<file path="config.mk">
export PLATFORM = sky130hd
export DESIGN_NAME = bus_fabric
export DESIGN_NICKNAME = d
export VERILOG_FILES = /design/src/rtl/bus_fabric_pkg.sv /design/src/rtl/bus_addr_decode.sv /design/src/rtl/bus_fabric.sv
export SDC_FILE = /design/constraint.sdc
export NUM_CORES = 1
export LEC_CHECK = 0
export ABC_AREA = 0
export BUFFER_PORTS_ARGS = -buffer_cell sky130_fd_sc_hd__buf_4
export CAP_MARGIN = 20
export CORE_ASPECT_RATIO = 1.1
export CORE_MARGIN = 5
export CORE_UTILIZATION = 40
export DETAILED_ROUTE_END_ITERATION = 12
export PLACE_DENSITY = 0.7
export SLEW_MARGIN = 40
export SYNTH_ARGS = -nofsm -noshare
export SYNTH_HDL_FRONTEND = slang
export SYNTH_HIERARCHICAL = 1
export SYNTH_SLANG_ARGS = --single-unit
</file>
<file path="constraint.sdc">
create_clock -name clk -period 2.6 [get_ports clk]
set_clock_uncertainty 0.15 [all_clocks]
set_input_delay 0.52 -clock clk [delete_from_list [all_inputs] [get_ports clk]]
set_output_delay 0.52 -clock clk [all_outputs]
set_load 0.1 [all_outputs]
</file>
<file path="src/rtl/bus_fabric_pkg.sv">
// Shared types and constants for the CPU bus fabric and its address decoder.
package bus_fabric_pkg;

    typedef enum logic [1:0] {
        IDLE   = 2'd0,
        ACCESS = 2'd1,
        RESP   = 2'd2
    } bus_state_t;

    localparam logic [31:0] BUS_ERR_RDATA = 32'hDEAD_BEEF;

    // Sized for the largest supported fabric (8 targets) so decoders are interchangeable.
    localparam int SLV_IDX_W = $clog2(8);
    typedef logic [SLV_IDX_W-1:0] slave_idx_t;

endpackage

</file>
<file path="src/rtl/bus_addr_decode.sv">
// Priority base/mask address decoder: lowest matching slave index wins.
module bus_addr_decode
    import bus_fabric_pkg::*;
#(
    parameter int                         N_SLAVES   = 3,
    parameter int                         ADDR_W     = 32,
    parameter logic [N_SLAVES*ADDR_W-1:0] SLAVE_BASE = {32'hF000_0000, 32'h1000_0000, 32'h0000_0000},
    parameter logic [N_SLAVES*ADDR_W-1:0] SLAVE_MASK = {32'hFFFF_0000, 32'hFFFF_0000, 32'hFFFF_0000}
) (
    input  logic [ADDR_W-1:0] addr,
    output logic              hit,
    output slave_idx_t        idx,
    output logic [ADDR_W-1:0] offset
);

    logic [ADDR_W-1:0] mask_s;
    logic              match_s;

    // Walk from the highest index down so a lower-index match overrides.
    always_comb begin
        hit     = 1'b0;
        idx     = '0;
        offset  = '0;
        mask_s  = '0;
        match_s = 1'b0;
        for (int i = N_SLAVES - 1; i >= 0; i--) begin
            mask_s  = SLAVE_MASK[i*ADDR_W +: ADDR_W];
            match_s = ((addr & mask_s) == (SLAVE_BASE[i*ADDR_W +: ADDR_W] & mask_s));
            hit     = hit | match_s;
            idx     = match_s ? slave_idx_t'(i) : idx;
            offset  = match_s ? (addr & ~mask_s) : offset;
        end
    end

endmodule

</file>
<file path="src/rtl/bus_fabric.sv">
// Single-master bus fabric: registered request/response to N memory-mapped
// targets, with bus-error responses for unmapped addresses and stalled targets.
module bus_fabric
    import bus_fabric_pkg::*;
#(
    parameter int                         N_SLAVES   = 3,
    parameter int                         ADDR_W     = 32,
    parameter int                         DATA_W     = 32,
    parameter logic [N_SLAVES*ADDR_W-1:0] SLAVE_BASE = {32'hF000_0000, 32'h1000_0000, 32'h0000_0000},
    parameter logic [N_SLAVES*ADDR_W-1:0] SLAVE_MASK = {32'hFFFF_0000, 32'hFFFF_0000, 32'hFFFF_0000},
    parameter int                         TIMEOUT    = 255,
    parameter logic [DATA_W-1:0]          ERR_RDATA  = BUS_ERR_RDATA
) (
    input  logic                       clk,
    input  logic                       reset_n,
    input  logic                       bus_req,
    input  logic                       bus_we,
    input  logic [ADDR_W-1:0]          bus_addr,
    input  logic [DATA_W-1:0]          bus_wdata,
    output logic [DATA_W-1:0]          bus_rdata,
    output logic                       bus_ready,
    output logic                       bus_err,
    output logic [ADDR_W-1:0]          err_addr,
    output logic [N_SLAVES-1:0]        s_sel,
    output logic                       s_we,
    output logic [ADDR_W-1:0]          s_addr,
    output logic [DATA_W-1:0]          s_wdata,
    input  logic [N_SLAVES*DATA_W-1:0] s_rdata,
    input  logic [N_SLAVES-1:0]        s_ready
);

    localparam int                CNT_W    = (TIMEOUT > 1) ? $clog2(TIMEOUT) : 1;
    localparam logic [CNT_W-1:0]  CNT_LAST = CNT_W'((TIMEOUT > 0) ? (TIMEOUT - 1) : 0);

    bus_state_t          state_q, state_d;
    logic [N_SLAVES-1:0] sel_q, sel_d;
    logic                we_q, we_d;
    logic [ADDR_W-1:0]   addr_q, addr_d;
    logic [DATA_W-1:0]   wdata_q, wdata_d;
    logic [ADDR_W-1:0]   full_addr_q, full_addr_d;
    logic [CNT_W-1:0]    cnt_q, cnt_d;
    logic                ready_q, ready_d;
    logic                err_q, err_d;
    logic [DATA_W-1:0]   rdata_q, rdata_d;
    logic [ADDR_W-1:0]   err_addr_q, err_addr_d;

    logic                dec_hit_s;
    slave_idx_t          dec_idx_s;
    logic [ADDR_W-1:0]   dec_offset_s;
    logic [N_SLAVES-1:0] dec_onehot_s;
    logic                sel_ready_s;
    logic [DATA_W-1:0]   sel_rdata_s;
    logic                timeout_s;

    bus_addr_decode #(
        .N_SLAVES   (N_SLAVES),
        .ADDR_W     (ADDR_W),
        .SLAVE_BASE (SLAVE_BASE),
        .SLAVE_MASK (SLAVE_MASK)
    ) u_decode (
        .addr   (bus_addr),
        .hit    (dec_hit_s),
        .idx    (dec_idx_s),
        .offset (dec_offset_s)
    );

    // Ready and read data only count from the currently selected slave.
    always_comb begin
        dec_onehot_s = '0;
        sel_rdata_s  = '0;
        for (int i = 0; i < N_SLAVES; i++) begin
            dec_onehot_s[i] = (dec_idx_s == slave_idx_t'(i));
            sel_rdata_s     = sel_rdata_s | ({DATA_W{sel_q[i]}} & s_rdata[i*DATA_W +: DATA_W]);
        end
        sel_ready_s = |(sel_q & s_ready);
        timeout_s   = (TIMEOUT != 0) && (cnt_q == CNT_LAST);
    end

    // State and datapath registers.
    always_ff @(posedge clk or negedge reset_n) begin
        if (!reset_n) begin
            state_q     <= IDLE;
            sel_q       <= '0;
            we_q        <= 1'b0;
            addr_q      <= '0;
            wdata_q     <= '0;
            full_addr_q <= '0;
            cnt_q       <= '0;
            ready_q     <= 1'b0;
            err_q       <= 1'b0;
            rdata_q     <= '0;
            err_addr_q  <= '0;
        end else begin
            state_q     <= state_d;
            sel_q       <= sel_d;
            we_q        <= we_d;
            addr_q      <= addr_d;
            wdata_q     <= wdata_d;
            full_addr_q <= full_addr_d;
            cnt_q       <= cnt_d;
            ready_q     <= ready_d;
            err_q       <= err_d;
            rdata_q     <= rdata_d;
            err_addr_q  <= err_addr_d;
        end
    end

    // Next-state logic; a ready on the timeout cycle takes precedence.
    always_comb begin
        state_d = state_q;
        case (state_q)
            IDLE: begin
                if (bus_req) begin
                    state_d = dec_hit_s ? ACCESS : RESP;
                end else begin
                    state_d = IDLE;
                end
            end
            ACCESS: begin
                if (sel_ready_s || timeout_s) begin
                    state_d = RESP;
                end else begin
                    state_d = ACCESS;
                end
            end
            RESP:    state_d = IDLE;
            default: state_d = IDLE;
        endcase
    end

    // Datapath/output register updates per state.
    always_comb begin
        sel_d       = sel_q;
        we_d        = we_q;
        addr_d      = addr_q;
        wdata_d     = wdata_q;
        full_addr_d = full_addr_q;
        cnt_d       = cnt_q;
        ready_d     = 1'b0;
        err_d       = err_q;
        rdata_d     = rdata_q;
        err_addr_d  = err_addr_q;
        case (state_q)
            IDLE: begin
                if (bus_req && dec_hit_s) begin
                    sel_d       = dec_onehot_s;
                    we_d        = bus_we;
                    addr_d      = dec_offset_s;
                    wdata_d     = bus_wdata;
                    full_addr_d = bus_addr;
                    cnt_d       = '0;
                end else if (bus_req) begin
                    ready_d    = 1'b1;
                    err_d      = 1'b1;
                    rdata_d    = ERR_RDATA;
                    err_addr_d = bus_addr;
                end else begin
                    cnt_d = cnt_q;
                end
            end
            ACCESS: begin
                if (sel_ready_s) begin
                    sel_d   = '0;
                    ready_d = 1'b1;
                    err_d   = 1'b0;
                    rdata_d = we_q ? '0 : sel_rdata_s;
                end else if (timeout_s) begin
                    sel_d      = '0;
                    ready_d    = 1'b1;
                    err_d      = 1'b1;
                    rdata_d    = ERR_RDATA;
                    err_addr_d = full_addr_q;
                end else begin
                    cnt_d = cnt_q + CNT_W'(1);
                end
            end
            RESP:    ready_d = 1'b0;
            default: sel_d   = '0;
        endcase
    end

    assign bus_rdata = rdata_q;
    assign bus_ready = ready_q;
    assign bus_err   = err_q;
    assign err_addr  = err_addr_q;
    assign s_sel     = sel_q;
    assign s_we      = we_q;
    assign s_addr    = addr_q;
    assign s_wdata   = wdata_q;

endmodule

</file>
# After elaboration in Yosys (flattened, before gate mapping)
# Index checks and enable logic that the tools add are counted.
# W data, S select, Z words.
[word_totals]
mem_bits_ro = 0
wordCells = 86
mem_bits_rw = 0
regBits = 176
in_bits = 167
output_inout_bits = 134
latchBits = 0
memories = 0
[classes]
multipliers = 0
bitwise_logic = 9
addsub = 1
reduce_logical = 12
n_eq_ne = 14
n_shift = 0
muxes = 39
div = 0
order_cmp = 0
[op_table]
columns = ["op", "count"]
rows = [
  ["$mux W32", 9],
  ["$pmux W32 S2", 2],
  ["$and A32 B32 Y32", 3],
  ["$or A32 B32 Y32", 2],
  ["$mux W16", 3],
  ["$logic_not A32 Y1", 1],
  ["$mux W8", 3],
  ["$eq A16 B13 Y1 const B", 1],
  ["$eq A16 B16 Y1 const B", 1],
  ["$pmux W8 S2", 1],
  ["$mux W3", 5],
  ["$ne A2 B2 Y1 const B", 6],
  ["$pmux W3 S3", 1],
  ["$add A8 B1 Y8 const B", 1],
  ["$eq A8 B8 Y1 const B", 1],
  ["$mux W1", 8],
  ["$mux W2", 4],
  ["$reduce_and A4 Y1", 2],
  ["$reduce_and A5 Y1", 1],
  ["$pmux W1 S2", 2],
  ["$pmux W2 S2", 1],
  ["$and A3 B3 Y3", 1],
  ["$eq A3 B1 Y1 const B", 1],
  ["$eq A3 B2 Y1 const B", 1],
  ["other kinds (13)", 14],
]

# Longest topological paths before layout
[logic_depth]
word_depth = 7
mapped_depth = 11
depth_no_buf = 7

# Hierarchy
# Netlist, hierarchy kept.
[by_module_without_submodules]
columns = ["module", "n_inst", "seq_area_each_um2", "area_per_inst_um2", "cells_per_inst"]
rows = [
  ["bus_fabric", 1, 4404.2, 7577.3, 746],
  ["bus_addr_decode", 1, 0.0, 346.6, 47],
]

# Least setup slack after synthesis
# OpenSTA, ideal clock, no wires.
[synth_timing]
kind = "reg2reg"
from = "reg sel_q[0] (netlist: s_sel[0])"
to = "reg err_addr_q[1] (netlist: err_addr[1])"
path_stages_with_launch = 7
required_time_ps = 2325
setup_slack_ps = -417
setup_ps = 125
t_arrival_ps = 2741
synth_period_minus_slack_ps = 3017
n_path_buf = 2
path_cell_list = "dfrtp_1 buf_2 a222oi_1 or4b_1 a21oi_4 buf_6 mux2_2"
[synth_via]
elab_chain_len = 4
[synth_lines]
columns = ["element", "line", "source"]
rows = [
  ["from (decl)", "bus_fabric.sv:36", "logic [N_SLAVES-1:0] sel_q, sel_d;"],
  ["from (signal assigned)", "bus_fabric.sv:95", "sel_q <= sel_d;"],
  ["$and A3 B3 Y3", "bus_fabric.sv:75", "sel_ready_s = |(sel_q & s_ready);"],
  ["$reduce_or A3 Y1", "bus_fabric.sv:75", ""],
  ["$ne A2 B2 Y1 (no line)", "-", ""],
  ["$reduce_and A5 Y1 (no line)", "-", ""],
  ["to (signal assigned)", "bus_fabric.sv:104", "err_addr_q <= err_addr_d;"],
  ["to (decl)", "bus_fabric.sv:45", "logic [ADDR_W-1:0] err_addr_q, err_addr_d;"],
]
# No other way between the ends.
# A chain may end at the register's enable or synchronous reset.

# Worst setup path after layout
[layout_timing]
from = "reg sel_q[0] (netlist: s_sel[0])"
to = "reg err_addr_q[19] (netlist: err_addr[19])"
# Same word-level chain as after synthesis.

==> results.toml <==
[outcome]
status = "complete, no violations"

[power]
fin_total_pwr_mw = 6.76
p_switching_mw = 1.98
p_int_mw = 4.78
switching_share_pct = 29.4
cellPowerDensity_nw_per_um2 = 581
irDropWorstVdd_v = 0.000436
pwr-share-clk_pct = 38.4
p_comb_share_pct = 19.2
power.leakage_nw = 6.00
pwr-share-seq_pct = 42.4

[finish]
num_antenna_cells = 0
fin_util_pct = 59.2
fillers = 1679
instances_no_fill = 1386
area_delta_synth_final_pct = 46.9
drive_gt1_share_pct = 43.1
fin_nets = 1290
design_area_um2 = 11600

[sta]
setup_viol = 0
setup_slack_ns = 0.0173
slew_headroom_pct = 62.8
drv_slew = 0
fin_tns_setup_ns = 0
worst_pin_slew_ns = 0.557
fmax_mhz = 387
grt_setup_unrepaired = "true"
hold_viol = 0
fin_crit_ns = 2.58
whs_ns = 0.135
period_share_pct = 99.3

[global_route]
grt_usage_pct = 19.1
antenna_found_initial = 0
grt_first_pass_wirelength_um = 34400
grt.overflow.total = 0
grt_pass1_vias = 6547
grt_start_max_net_pins = 59

[logic_synthesis]
synth-async-reset-ratio_pct = 100
yosysUniqueCellTypes = 45
synthSimpleGateAreaFrac_pct = 19.5
synth_top_family_by_area = "simple AND/OR/NAND/NOR gates"
ys_seq_area_share_pct = 55.6
syn_inst = 793
synth_compound_area_share_pct = 9.60
synth.area.top_cells = "dfrtp_1 (56%), nand2_1 (14%), mux2_2 (9.2%)"
synth_mux_area_share_pct = 9.66
synth_flop_cell = "dfrtp_1"
synth_fa_ha_area_share_pct = 0.316
synth_edf_count = 0
yosys.area.top_type = "dfrtp_1"
syn_avg_cell_area_um2 = 9.99
yosysWarnings = 6
netlist_area_um2 = 7920
yosys.area.top_type_share_pct = 55.6
ys_seq_elements = 176
synth_xor_area_share_pct = 0.111

[die]
io_pins = 301
start_util_pct = 40.3
rows = 54
die_width_um = 144
core-area_um2 = 19700
dieArea_um2 = 22700
die_h_um = 158

[detailed_routing]
detail-route-antenna-nets = 0
avgViaCountPerCell = 4.95
drc = 0
via_count = 6854
wl_per_cell_um = 16.9
drt_iter0_drc = 384
wirelength_um = 23400
first_pass_iters = 8

[hold_path]
holdCritPathClass = "primary input to flop"
whs_path_depth = 3

[clocking]
cts_tree = "yes"
ctsHtreeMaxLevel = 4
cts_sinks = 176
cts_root_buf = "clkbuf_16"
clk_latency_ns = 0.42
clk_pin_slew_ns = 0.07
clockBufferDepth = 2
cts_buffers = 17

[worst_setup_path]
worstSetupEndpointType = "flop"
cp_data_arrival_time_ns = 2.74
critPathKind = "flop to flop"
worst-path-max-fanout = 8
start_kind = "flop"
rr_worst_depth = 7
critPathRequiredTime_ns = 2.76

[placement]
dp.cells = 1344
place_congestion = 0.811
place_ws_ns = -0.311
dpl.hpwl_um = 16700
place.port_buffers = 300
placed_area_um2 = 10800

[job]
maxCapViolCount = 0
-- cells by family after synthesis --
group,count (synthesis)
buffers and inverters,85
xor gates and xnor gates,1
DFF,176
other,1
and+or+nand+nor,373
AOI/OAI and AO/OA,87
muxes,68
adders and majority gates,2
-- worst paths after layout --
| path | endpoint | slack [ns] | start |
|---|---|---|---|
| max in group asynchronous | bus_rdata[8]$_DFFE_PN0P_ | 1.13 | reset_n |
| min in group asynchronous | err_addr[5]$_DFFE_PN0P_ | 0.49 | reset_n |
| worst min register to register | s_wdata[31]$_DFFE_PN0P_ | 0.32 | s_wdata[31]$_DFFE_PN0P_ |
| worst max register to register | err_addr[19]$_DFFE_PN0P_ | 0.02 | s_sel[0]$_DFFE_PN0P_ |
| worst min-delay path | s_wdata[11]$_DFFE_PN0P_ | 0.14 | bus_wdata[11] |
| worst max-delay path | err_addr[19]$_DFFE_PN0P_ | 0.02 | s_sel[0]$_DFFE_PN0P_ |
-- per-layer routing --
layer,routed length [µm],global-route usage (%)
met4,610,7.11
met2,12000,33.6
met3,1640,4.77
met5,0,0
met1,9180,22.7
-- critical path, cell delays in order, from the launching register on --
cell and delay, ns:
dfrtp_4 0.51, a222oi_1 0.32, buf_4 0.19, or4b_4 0.48, a21oi_4 0.19, buf_12 0.15, clkbuf_16 0.16, mux2_2 0.33
-- cell type report --
class / instances / area [µm²] / share of cell area (%)
Clock buffer: 21 / 470 / 4.04
Clock inverter: 11 / 129 / 1.11
Inverter: 13 / 48.8 / 0.419
Multi-Input combinational cell: 548 / 3330 / 28.6
Sequential cell: 176 / 4410 / 37.9
Tap cell: 252 / 315 / 2.71
Timing Repair Buffer: 365 / 2930 / 25.2
-- cell usage in the layout, fill, tap and decap left out, types with 3 or more instances in the layout --
cell / synthesis / routed
o22ai_1: 8 / 8
dfrtp_1: 176 / 172
o21ai_1: 0 / 3
nand3_1: 8 / 6
nor2_1: 28 / 27
or3_1: 3 / 3
mux2_2: 65 / 42
inv_1: 13 / 13
conb_1: 1 / 17
clkinv_4: 0 / 3
clkbuf_16: 0 / 19
and3_1: 10 / 10
a222oi_1: 33 / 33
o22a_1: 24 / 24
buf_12: 0 / 11
o211ai_1: 6 / 6
nand2_1: 296 / 296
clkbuf_8: 0 / 3
mux2_4: 0 / 24
buf_4: 17 / 348
and3_2: 7 / 7
-- flip-flops by register name, indices dropped and copies added (netlist names) --
name and cells:
bus_rdata 32, err_addr 32, full_addr_q 32, s_addr 32, s_wdata 32, cnt_q 8
s_sel 3, state_q 2, bus_err 1, bus_ready 1, s_we 1
-- cells in the mapped netlist, types with 3 or more instances --
cell / count
nor2_1: 28
clkbuf_1: 45
and3_1: 10
mux2_1: 3
o22a_1: 24
o21ai_0: 4
and3_2: 7
o211ai_1: 6
inv_1: 13
nand3_1: 8
buf_6: 4
or3_1: 3
buf_4: 17
mux2_2: 65
buf_1: 5
o22ai_1: 8
dfrtp_1: 176
a222oi_1: 33
a21oi_1: 3
nand2_1: 296
-- power groups by stage --
stage          clock [mW]  sequential, mW  combinational, mW
2_1_floorplan           0            3.47              0.210
3_3_place_gp            0            2.92               1.23
3_5_place_dp            0            2.92               1.25
4_1_cts              2.66            2.86               1.25
5_1_grt              2.77            2.87               1.35
6_report             2.59            2.87               1.30
-- repair_timing --
action	4_1_cts	5_1_grt
hold buffers	1	0
setup buffers	1	5
hold endpoints to repair	53	0
pin swaps	1	2
setup endpoints to repair	39	30
cloned	0	3
resized for setup	0	19
Power figures use the tool's default switching activity.
